`src/rtl/lc3_pkg.sv`:
```
// Shared definitions for the LC-3 writeback stage: widths, condition-code
// encodings, source ids and the accepted-result descriptor.
package lc3_pkg;

    localparam int DATA_W    = 16;
    localparam int REG_IDX_W = 3;
    localparam int NREG      = 8;

    localparam logic [2:0] NZP_N = 3'b100;
    localparam logic [2:0] NZP_Z = 3'b010;
    localparam logic [2:0] NZP_P = 3'b001;

    // Which producer a grant went to; the arbiter remembers the last one.
    typedef enum logic {
        SRC_ALU = 1'b0,
        SRC_MEM = 1'b1
    } wb_src_e;

    // One result as presented by either producer.
    typedef struct packed {
        logic [REG_IDX_W-1:0] dst;
        logic [DATA_W-1:0]    value;
        logic                 setcc;
    } wb_res_t;

    // Condition code of a result: sign bit first, then zero, else positive.
    function automatic logic [2:0] nzp_of(input logic [DATA_W-1:0] v);
        if (v[DATA_W-1])
            return NZP_N;
        else if (v == '0)
            return NZP_Z;
        else
            return NZP_P;
    endfunction

endpackage

```
`src/rtl/lc3_wb_arbiter.sv`:
```
// Two-way round-robin arbiter between the ALU and load result paths.
// Grants are combinational from the requests and the last-grant pointer;
// a lone requester always wins, a collision goes to the one not served last.
module lc3_wb_arbiter
    import lc3_pkg::*;
(
    input  logic clk,
    input  logic rst_bar,
    input  logic i_req_alu,
    input  logic i_req_mem,
    output logic o_gnt_alu,
    output logic o_gnt_mem
);

    wb_src_e r_last;

    // Grant decode: on contention the pointer selects the other source.
    always_comb begin
        o_gnt_alu = i_req_alu & (~i_req_mem | (r_last == SRC_MEM));
        o_gnt_mem = i_req_mem & (~i_req_alu | (r_last == SRC_ALU));
    end

    // Remember who was served; pointer starts at ALU so the first collision goes to MEM.
    always_ff @(posedge clk or negedge rst_bar) begin
        if (!rst_bar)
            r_last <= SRC_ALU;
        else if (o_gnt_mem)
            r_last <= SRC_MEM;
        else if (o_gnt_alu)
            r_last <= SRC_ALU;
    end

endmodule

```
`src/rtl/lc3_writeback.sv`:
```
// LC-3 writeback stage: sole writer of the register file and NZP.
// Accepts ALU / load results round-robin, registers one result per cycle
// into an output slot that drives the register-file write port, and keeps
// a pending-write scoreboard for decode hazard stalls.
module lc3_writeback #(
    parameter int DATA_W = 16,
    parameter int NREG   = 8
) (
    input  logic              clk,
    input  logic              rst_bar,
    input  logic              issue_valid,
    input  logic [2:0]        issue_dst,
    input  logic              alu_valid,
    output logic              alu_ready,
    input  logic [2:0]        alu_dst,
    input  logic [DATA_W-1:0] alu_value,
    input  logic              alu_setcc,
    input  logic              mem_valid,
    output logic              mem_ready,
    input  logic [2:0]        mem_dst,
    input  logic [DATA_W-1:0] mem_value,
    input  logic              mem_setcc,
    output logic [2:0]        regw,
    output logic              we,
    output logic [DATA_W-1:0] regw_value,
    output logic [2:0]        nzp,
    output logic [NREG-1:0]   pending,
    output logic              err
);

    import lc3_pkg::*;

    logic            w_gnt_alu;
    logic            w_gnt_mem;
    logic            w_acc;
    wb_res_t         w_res;
    logic [NREG-1:0] w_set;
    logic [NREG-1:0] w_clr;
    logic            w_err_issue;
    logic            w_err_res;

    logic                 r_we;
    logic [REG_IDX_W-1:0] r_regw;
    logic [DATA_W-1:0]    r_value;
    logic                 r_setcc;
    logic [2:0]           r_nzp;
    logic [NREG-1:0]      r_pending;
    logic                 r_err;

    lc3_wb_arbiter u_arb (
        .clk       (clk),
        .rst_bar   (rst_bar),
        .i_req_alu (alu_valid),
        .i_req_mem (mem_valid),
        .o_gnt_alu (w_gnt_alu),
        .o_gnt_mem (w_gnt_mem)
    );

    // Readies are the grants, forced low while reset is held.
    always_comb begin
        alu_ready = w_gnt_alu & rst_bar;
        mem_ready = w_gnt_mem & rst_bar;
        w_acc     = alu_ready | mem_ready;
        w_res     = mem_ready ? '{dst: mem_dst, value: mem_value, setcc: mem_setcc}
                              : '{dst: alu_dst, value: alu_value, setcc: alu_setcc};
    end

    // Scoreboard set/clear masks and the two protocol-violation detectors.
    always_comb begin
        w_set = '0;
        w_clr = '0;
        if (issue_valid)
            w_set[issue_dst] = 1'b1;
        if (r_we)
            w_clr[r_regw] = 1'b1;
        w_err_issue = issue_valid & r_pending[issue_dst] & ~w_clr[issue_dst];
        w_err_res   = w_acc & ~r_pending[w_res.dst];
    end

    // Output slot: drains every cycle; index/data only reload on acceptance.
    always_ff @(posedge clk or negedge rst_bar) begin
        if (!rst_bar) begin
            r_we    <= 1'b0;
            r_regw  <= '0;
            r_value <= '0;
            r_setcc <= 1'b0;
        end else begin
            r_we <= w_acc;
            if (w_acc) begin
                r_regw  <= w_res.dst;
                r_value <= w_res.value;
                r_setcc <= w_res.setcc;
            end
        end
    end

    // Condition codes follow the slot's write when it asks for it.
    always_ff @(posedge clk or negedge rst_bar) begin
        if (!rst_bar)
            r_nzp <= NZP_Z;
        else if (r_we && r_setcc)
            r_nzp <= nzp_of(r_value);
    end

    // Pending writes: a new issue outranks a retiring write to the same index.
    always_ff @(posedge clk or negedge rst_bar) begin
        if (!rst_bar)
            r_pending <= '0;
        else
            r_pending <= (r_pending & ~w_clr) | w_set;
    end

    // Sticky protocol-violation flag; the offending operation still proceeds.
    always_ff @(posedge clk or negedge rst_bar) begin
        if (!rst_bar)
            r_err <= 1'b0;
        else if (w_err_issue || w_err_res)
            r_err <= 1'b1;
    end

    assign we         = r_we;
    assign regw       = r_regw;
    assign regw_value = r_value;
    assign nzp        = r_nzp;
    assign pending    = r_pending;
    assign err        = r_err;

endmodule

```
`config.mk`:
```
export PLATFORM = sky130hd
export DESIGN_NAME = lc3_writeback
export DESIGN_NICKNAME = d
export VERILOG_FILES = /design/src/rtl/lc3_pkg.sv /design/src/rtl/lc3_wb_arbiter.sv /design/src/rtl/lc3_writeback.sv
export SDC_FILE = /design/constraint.sdc
export NUM_CORES = 1
export LEC_CHECK = 0
export BUFFER_PORTS_ARGS = -buffer_cell sky130_fd_sc_hd__buf_2
export CORE_MARGIN = 3
export CORE_UTILIZATION = 35
export DETAILED_ROUTE_END_ITERATION = 12
export GPL_ROUTABILITY_DRIVEN = 0
export HOLD_SLACK_MARGIN = 0.05
export PLACE_DENSITY_LB_ADDON = 0.1
export REMOVE_ABC_BUFFERS = 1
export SYNTH_ARGS = -nofsm -noshare
export SYNTH_HDL_FRONTEND = slang
export SYNTH_SLANG_ARGS = --single-unit
```
`constraint.sdc`:
```
create_clock -name clk -period 2.5 [get_ports clk]
set_input_delay 0.125 -clock clk [delete_from_list [all_inputs] [get_ports clk]]
set_output_delay 0.125 -clock clk [all_outputs]
set_load 0.1 [all_outputs]
```
==> impl_metrics.tcl <==
set metrics [dict create \
    p_leak_nw 1.07 \
    clockBufferDepth 2 \
    ys_top_cells_by_count "nor2_1 (39), dfrtp_1 (33), o22ai_1 (18), nand2_1 (16), o21ai_0 (15)" \
    synth-seq-cells 34 \
    multiInputGateArea_um2 815 \
    synth_top_area_share_pct 47.9 \
    path_buf_inv 3 \
    finalSetupViolations 0 \
    finalHoldViolations 0 \
    status "finished, final reports clean" \
    synthTopCellsByArea "dfrtp_1 (48%), nor2_1 (8.5%), o22ai_1 (6.5%)" \
    rows 24 \
    synth_largest_area_cell "dfrtp_1" \
    die_area_um2 5800 \
    initial_core_util_pct 37.7 \
    via_count 1734 \
    worst_pin_slew_ps 516 \
    grt-ovfl-total 0 \
    nFillCells 451 \
    core_region_area_um2 4560 \
    hold_class "input port to register" \
    drt_iter0_markers 82 \
    root_buffer "clkbuf_8" \
    required_ps 2670 \
    start_kind "input port" \
    synth_edf_count 0 \
    seqCellArea_um2 852 \
    cp_data_arrival_time_ps 2060 \
    path_cells "dlygate4sd3_1 > buf_2 > nand3_1 > inv_2 > mux2i_1 > o21ai_0 > a211o_1" \
    place_hpwl_um 3760 \
    async_reset_ff_share_pct 100 \
    vias_per_cell 5.15 \
    total_power_mw 2.39 \
    grt_usage_pct 17.5 \
    grt_pass1_vias 1648 \
    yosysMostFrequentCell "nor2_1" \
    wl_um 4850 \
    worstSkewPairLatency_ps 280 \
    cts_tree "yes" \
    firstDrtPassIters 4 \
    cts_buffers 5 \
    diodes 0 \
    maxCapViolations 0 \
    peakVddDrop_v 0.000491 \
    grt_max_degree 27 \
    port_buffers 81 \
    dieHeight_um 76.2 \
    drive_above_1_share_pct 37.1 \
    fin_crit_sh_pct 75.6 \
    drc 0 \
    slew_viol_final 0 \
    cts_sinks 34 \
    max_slew_margin_pct 65.3 \
    max_clock_freq_mhz 529 \
    syn_inst 186 \
    postCtsSetupBuffers 0 \
    syn-cell-area_um2 1720 \
    rsz0062_at_grt "no" \
    path_clk_slew_ps 60 \
    critical_path_class "input port to register" \
    slowest_delay_ps 520 \
    ios 82 \
    timing.setup.tns_ps 0 \
    fin_skew_ps 1.56 \
    path_max_fanout 12 \
    grt_pass1_wl_um 8180 \
    area_growth_pct 35.9 \
    finalCriticalPeriod_ps 1890 \
    postSynthAreaPerCell_um2 9.26 \
    antenna_left 0 \
    htreeDepth 2 \
    power.density_nw_per_um2 1020 \
    slowest_stage "dlygate4sd3_1" \
    fin_nets 319 \
    synth_seq_area_share_pct 49.5 \
    end_kind "register" \
    cts_resized 0 \
    die_w_um 76.2 \
    ys_warn_count 0 \
    wl_per_cell_um 14.4 \
    synth_top_flop_cell "dfrtp_1" \
    antenna_found_initial 0 \
    synth.distinct_cells 38 \
    cp_top_family "buffers and inverters" \
]
==> where the power goes <==
group	internal [mW]	leakage, nW	switching [mW]
clock	0.222	0.0482	0.182
combinational	0.231	0.646	0.975
sequential	0.657	0.376	0.121
total	1.11	1.07	1.28
==> worst min-delay path, stage by stage <==
cell and delay [ps]:
buf_2 70, nor2_1 30, nor2_1 80
==> area by class of cell <==
cell class                 instances  area share [%]
multi-input combinational        137            34.8
inverter                           7            1.12
timing repair buffer              86            20.3
clock buffer                       7            3.69
sequential                        34            36.4
tap                               65            3.47
clock inverter                     1           0.214
==> per-layer routing <==
metal	global-route usage (%)	routed length, um	vias to the layer above
li1	-	-	846
met1	23.7	2210	816
met2	26.9	2270	67
met3	6.26	322	5
met4	4.53	48	0
met5	0	0	-
==> stage by stage <==
stage,instances,instance area (um^2),worst slack (ps),hold WS [ps],utilization [%]
6_report,337,2340,609,73.5,51.3
5_1_grt,337,2340,422,69.8,51.3
4_1_cts,337,2340,594,68.8,51.3
3_5_place_dp,328,2240,672,8.22,49.1
3_3_place_gp,328,2240,690,10.1,49.1
2_1_floorplan,178,1690,189,-171,-
==> registers in the layout, indices dropped and copies added, names as in the netlist <==
name          flops
regw              3
r_setcc           1
pending           8
regw_value       16
we                1
err               1
nzp               3
u_arb.r_last      1
==> placed cells by master (no fill, tap or decap), drive strengths merged, types with 2 or more instances in the layout <==
cell type and n:
clkbuf 7, o22ai 18, dfrtp 33, nand2 16, nor2 39, inv 7, nor4 4, o31ai 2
a21oi 4, buf 85, nand4 2, o21ai 15, mux4 3, nand2b 8, nand3 2, or3 3
nor3 2, mux2 3, o21a 2
==> final timing paths <==
| check | startpoint | end | slack, ps | cells past startpoint |
|---|---|---|---|---|
| max in group asynchronous | rst_bar | nzp[1] | 1600 | 3 |
| hold / removal | alu_value[7] | regw_value[7] | 70 | 3 |
| hold reg to reg | nzp[1] | nzp[1] | 480 | 2 |
| setup / recovery | rst_bar | err | 610 | 7 |
| setup reg to reg | regw[0] | err | 650 | 5 |
| min in group asynchronous | rst_bar | nzp[0] | 250 | 2 |
==> cells by family after synthesis <==
kind of cell,Yosys count,share of synthesized area (%)
buf+inv,15,3.27
compound gates,51,19.5
xor+xnor,1,0.508
simple gates,78,20.8
mux,7,6.46
flops,34,49.5
==> timing repair <==
action                                 in CTS  in global routing
hold buffers                                1                  0
setup endpoints to repair                   0                  0
endpoints found under the hold margin       8                  0
No activity file was read; power rests on OpenSTA's default activity.
